[src/rtl/matmul_ctrl_module.sv]
// Matrix-multiply request controller: accepts a request, runs the datapath under
// a watchdog, captures the masked result and holds it until the consumer takes it.
module matmul_ctrl_module #(
   parameter int  DATA_WIDTH = 8,
   parameter int  BUS_WIDTH  = 16,
   parameter int  TIMEOUT    = 32,
   localparam int MAX_DIM    = BUS_WIDTH / DATA_WIDTH,
   localparam int OP_W       = MAX_DIM * MAX_DIM * DATA_WIDTH,
   localparam int C_W        = 2 * OP_W,
   localparam int FL_W       = MAX_DIM * MAX_DIM
) (
   input  logic            clk_i,
   input  logic            rst_i,
   input  logic            req_valid_i,
   output logic            req_ready_o,
   input  logic [2:0]      n_dim_i,
   input  logic [2:0]      k_dim_i,
   input  logic [2:0]      m_dim_i,
   input  logic [OP_W-1:0] a_matrix_i,
   input  logic [OP_W-1:0] b_matrix_i,
   output logic            mm_start_o,
   output logic [2:0]      mm_n_dim_o,
   output logic [2:0]      mm_k_dim_o,
   output logic [2:0]      mm_m_dim_o,
   output logic [OP_W-1:0] mm_a_matrix_o,
   output logic [OP_W-1:0] mm_b_matrix_o,
   input  logic            mm_finish_i,
   input  logic [C_W-1:0]  mm_c_matrix_i,
   input  logic [FL_W-1:0] mm_flags_i,
   output logic            res_valid_o,
   input  logic            res_ready_i,
   output logic [C_W-1:0]  c_matrix_o,
   output logic [FL_W-1:0] flags_o,
   output logic            ovf_o,
   output logic            err_o,
   output logic            busy_o
);

   localparam logic [1:0] IDLE = 2'd0;
   localparam logic [1:0] RUN  = 2'd1;
   localparam logic [1:0] DONE = 2'd2;

   localparam int WD_W = (TIMEOUT > 1) ? $clog2(TIMEOUT) : 1;

   logic [1:0]      state_q;
   logic [WD_W-1:0] wd_q;
   logic            dims_ok;
   logic [FL_W-1:0] flag_mask;
   logic [FL_W-1:0] flags_masked;

   function automatic logic dim_ok(input logic [2:0] d);
      return (int'(d) >= 1) && (int'(d) <= MAX_DIM);
   endfunction

   assign dims_ok = dim_ok(n_dim_i) && dim_ok(k_dim_i) && dim_ok(m_dim_i);

   // Only PEs inside the latched N x M result window may report overflow.
   for (genvar j = 0; j < MAX_DIM; j++) begin : g_col
      for (genvar i = 0; i < MAX_DIM; i++) begin : g_row
         assign flag_mask[i + j*MAX_DIM] = (int'(mm_n_dim_o) > i) && (int'(mm_m_dim_o) > j);
      end
   end

   assign flags_masked = mm_flags_i & flag_mask;

   assign req_ready_o = (state_q == IDLE);
   assign mm_start_o  = (state_q == RUN);
   assign res_valid_o = (state_q == DONE);
   assign busy_o      = (state_q != IDLE);

   always_ff @(posedge clk_i) begin
      if (rst_i) begin
         state_q       <= IDLE;
         wd_q          <= '0;
         mm_n_dim_o    <= '0;
         mm_k_dim_o    <= '0;
         mm_m_dim_o    <= '0;
         mm_a_matrix_o <= '0;
         mm_b_matrix_o <= '0;
         c_matrix_o    <= '0;
         flags_o       <= '0;
         ovf_o         <= 1'b0;
         err_o         <= 1'b0;
      end else begin
         case (state_q)
            IDLE: begin
               if (req_valid_i) begin
                  if (dims_ok) begin
                     mm_n_dim_o    <= n_dim_i;
                     mm_k_dim_o    <= k_dim_i;
                     mm_m_dim_o    <= m_dim_i;
                     mm_a_matrix_o <= a_matrix_i;
                     mm_b_matrix_o <= b_matrix_i;
                     wd_q          <= '0;
                     state_q       <= RUN;
                  end else begin
                     c_matrix_o <= '0;
                     flags_o    <= '0;
                     ovf_o      <= 1'b0;
                     err_o      <= 1'b1;
                     state_q    <= DONE;
                  end
               end
            end
            RUN: begin
               // Finish is tested first so it beats a coincident timeout.
               if (mm_finish_i) begin
                  c_matrix_o <= mm_c_matrix_i;
                  flags_o    <= flags_masked;
                  ovf_o      <= |flags_masked;
                  err_o      <= 1'b0;
                  state_q    <= DONE;
               end else if (wd_q == WD_W'(TIMEOUT - 1)) begin
                  c_matrix_o <= '0;
                  flags_o    <= '0;
                  ovf_o      <= 1'b0;
                  err_o      <= 1'b1;
                  state_q    <= DONE;
               end else begin
                  wd_q <= wd_q + 1'b1;
               end
            end
            DONE: begin
               if (res_ready_i) begin
                  state_q <= IDLE;
               end
            end
            default: state_q <= IDLE;
         endcase
      end
   end

endmodule

[config.mk]
export PLATFORM = sky130hd
export DESIGN_NAME = matmul_ctrl_module
export DESIGN_NICKNAME = d
export VERILOG_FILES = /design/src/rtl/matmul_ctrl_module.sv
export SDC_FILE = /design/constraint.sdc
export NUM_CORES = 1
export LEC_CHECK = 0
export CAP_MARGIN = 20
export CORE_MARGIN = 2
export CORE_UTILIZATION = 42
export CTS_BUF_LIST = sky130_fd_sc_hd__clkbuf_4
export DETAILED_ROUTE_END_ITERATION = 12
export PLACE_DENSITY = 0.91
export SYNTH_ARGS = -nofsm -noshare
export SYNTH_HDL_FRONTEND = slang
export SYNTH_SLANG_ARGS = --single-unit
export TNS_END_PERCENT = 1
[constraint.sdc]
create_clock -name clk_i -period 2.18 [get_ports clk_i]
set_clock_uncertainty 0.1 [all_clocks]
set_input_delay 0.436 -clock clk_i [delete_from_list [all_inputs] [get_ports clk_i]]
set_output_delay 0.436 -clock clk_i [all_outputs]
set_load 0.02 [all_outputs]
==> results_dict.tcl <==
set metrics [dict create \
    fin_area_sq_um 9660 \
    syn-num-nets 847 \
    grt_start_max_net_pins 151 \
    initial_utilization_pct 43.4 \
    ff2ff_path_depth 8 \
    synth_seq_cells 150 \
    ir_drop_v 0.000437 \
    hold_path_class "input port to register" \
    reg2reg_slack_ns 0.05 \
    number_of_sinks_handled_by_clock_tree_synthesis 150 \
    main_synth_ff_type "sky130_fd_sc_hd__dfxtp_1" \
    design.portCount 293 \
    critPathArrivalTime_ns 1.61 \
    insertedDiodeCount 0 \
    status "finished clean" \
    cts-root-buf "sky130_fd_sc_hd__clkbuf_4" \
    layoutNonFillerInstCount 1168 \
    cts-buffers-inserted 17 \
    pwr_dens_nw_per_um2 525 \
    number_of_placed_instances_with_taps_included 1136 \
    clk_path_buf_depth 2 \
    first_global_vias 6488 \
    async_reset_ff_share_pct 0 \
    floorplan.core_area_sq_um 14000 \
    synth_enable_flop_cells 0 \
    grt_antenna_before_repair 0 \
    ratio_of_cells_with_drive_above_1_in_the_final_layout_pct 9.31 \
    critPathRequiredTime_ns 1.64 \
    cts_tree "done" \
    netlist-cell-type-count 36 \
    global_route_overflow 0 \
    critPathCaptureType "output port" \
    vias_per_cell 5.52 \
    cts.htree.levels 4 \
    clk_pin_slew_worst_paths_ns 0.12 \
    wl_mm 20.5 \
    worst_hold_startpoint "rst_i" \
    first_iter_violations 422 \
    final.setup.worst_slack_ns 0.0383 \
    area_growth_from_synthesis_to_layout_pct 59.1 \
    timing.max_cap.violations 0 \
    crit_fanout 3 \
    syn_avg_cell_area_sq_um 8.69 \
    die_w_um 124 \
    hold_slack_ns 0.253 \
    buffer_ports.inserted 292 \
    track_usage_pct 25.8 \
    timing.final.max_slew_violations 0 \
    num_rows 43 \
    critPathLaunchType "register" \
    timing.hold.worst_endpoint "flags_o[0]" \
    layout_min_cycle_time_ns 2.14 \
    finalHoldViolations 0 \
    min_delay_path_depth 4 \
    final_net_count 1123 \
    portion_of_the_post_synthesis_area_used_by_sequential_elements_pct 49.5 \
    drt-pass1-iter-count 7 \
    fin_crit_sh_pct 98.2 \
    remaining_drc_errors 0 \
    slew_headroom_pct 53.6 \
    post_cts.repair.setup_buffers 0 \
    place_congestion 0.814 \
    post_synth_instance_area_sq_um 6070 \
    place_area_sq_um 9410 \
    first_pass_grt_wire_length_mm 32.9 \
    num_vias 6450 \
    finalSetupViolations 0 \
    crit-reg2reg-capture "c_matrix_o[10]" \
    p_leak_nw 3.26 \
    grt_setup_unrepaired "yes" \
    max_freq_mhz 467 \
    clock_latency_ns 0.55 \
    synth_warnings 0 \
    timing.rr.start "wd_q[1]" \
    fp.dieArea_sq_um 15400 \
    routed_wire_length_per_instance_um 17.6 \
    dp_hpwl_mm 14.4 \
    dp_slack_ns -0.314 \
    drtAntennaViolNets 0 \
    syn_inst 699 \
    kind_of_critical_path "register to output port" \
    die_h_um 124 \
    worst_pin_slew_ns 0.697 \
]
-- timing repair --
action / in CTS / in global routing
pin swaps: 0 / 1
hold buffers: 0 / 0
gates resized for setup: 11 / 10
setup endpoints to repair: 36 / 78
-- synthesized netlist by cell type, drive strengths merged (3+ instances only) --
library cell,count,area (sq um)
dfxtp,150,3000
o31ai,140,1050
a21oi,73,365
inv,71,267
nand4,71,444
nand2,66,248
clkbuf,62,233
buf,16,80.1
nor3,8,45.0
xor2,5,43.8
nor2,4,15.0
nor3b,3,22.5
o21ai,3,15.0
-- placed cells by master, fill, tap and decap left out, types with 7 or more instances in the layout --
cell and instances:
sky130_fd_sc_hd__a21oi_1 72, sky130_fd_sc_hd__buf_12 12, sky130_fd_sc_hd__buf_4 32, sky130_fd_sc_hd__clkbuf_4 17
sky130_fd_sc_hd__clkdlybuf4s50_1 278, sky130_fd_sc_hd__dfxtp_1 149, sky130_fd_sc_hd__inv_1 70, sky130_fd_sc_hd__nand2_1 66
sky130_fd_sc_hd__nand4_1 71, sky130_fd_sc_hd__nor3_1 7, sky130_fd_sc_hd__o31ai_1 140
-- logic make-up (layout without fill, tap and decap cells) --
| group | after synthesis | count (layout) | synth area share, % |
|---|---|---|---|
| AOI/OAI and AO/OA | 223 | 223 | 24.5 |
| DFF | 150 | 150 | 49.5 |
| muxes | 2 | 2 | 0.330 |
| and+or+nand+nor | 167 | 167 | 14.9 |
| buffers and inverters | 149 | 438 | 9.54 |
| adders and majority gates | 2 | 2 | 0.412 |
| xor gates and xnor gates | 6 | 6 | 0.866 |
-- worst max path at each step --
| stage | startpoint | to | slack [ns] | cells after the start |
|---|---|---|---|---|
| 2_1_floorplan | state_q[1] | mm_a_matrix_o[0] | 0.12 | 8 |
| 3_3_place_gp | m_dim_i[2] | wd_q[4] | -0.24 | 6 |
| 3_5_place_dp | m_dim_i[2] | mm_a_matrix_o[22] | -0.31 | 5 |
| 4_1_cts | state_q[0] | busy_o | -0.01 | 3 |
| 5_1_grt | wd_q[0] | c_matrix_o[10] | -0.06 | 8 |
| 6_report | state_q[0] | busy_o | 0.04 | 3 |
-- cell type report --
| type | instances | area (sq um) |
|---|---|---|
| well taps | 180 | 225 |
| repair buffers | 335 | 3380 |
| multi-input cells | 400 | 2520 |
| clock inverters | 15 | 131 |
| inverters | 71 | 267 |
| fillers | 1043 | 4330 |
| flip-flops and latches | 150 | 3000 |
| clock buffers | 17 | 128 |
-- power breakdown --
part | internal, W | total, W | switching, W
combinational | 0.000349 | 0.000683 | 0.000335
sequential | 0.00275 | 0.00276 | 0.00000512
clock | 0.000566 | 0.00163 | 0.00107
total | 0.00367 | 0.00507 | 0.00141
-- sequential cells by signal (all words and copies together) (netlist names) --
| signal | flops |
|---|---|
| c_matrix_o | 64 |
| flags_o | 4 |
| mm_k_dim_o | 3 |
| mm_a_matrix_o | 32 |
| err_o | 1 |
| state_q | 2 |
| wd_q | 5 |
| mm_m_dim_o | 3 |
| ovf_o | 1 |
| mm_b_matrix_o | 32 |
| mm_n_dim_o | 3 |
-- critical path, cell delays in order, from the launching register on --
cell                            delay [ns]
sky130_fd_sc_hd__dfxtp_1              0.33
sky130_fd_sc_hd__or2_1                0.26
sky130_fd_sc_hd__buf_4                0.16
sky130_fd_sc_hd__dlygate4sd2_1        0.31
-- per-stage QoR --
stage	util (%)	setup TNS, ns	power, W
2_1_floorplan	-	0	0.00305
3_3_place_gp	67.2	-21.39	0.00349
3_5_place_dp	67.2	-29.34	0.00349
4_1_cts	69.1	-0.0120	0.00509
5_1_grt	69.1	-1.68	0.00526
6_report	69.1	0	0.00507
-- metal layers --
| metal | global-route usage, % | share of wire (%) | wire, um |
|---|---|---|---|
| met2 | 43.2 | 49 | 10000 |
| met1 | 30.0 | 39 | 8090 |
| met4 | 10.8 | 2.8 | 580 |
| met3 | 9.25 | 9.1 | 1860 |
| met5 | 0 | 0 | 0 |
(Power assumes the default switching activity.)
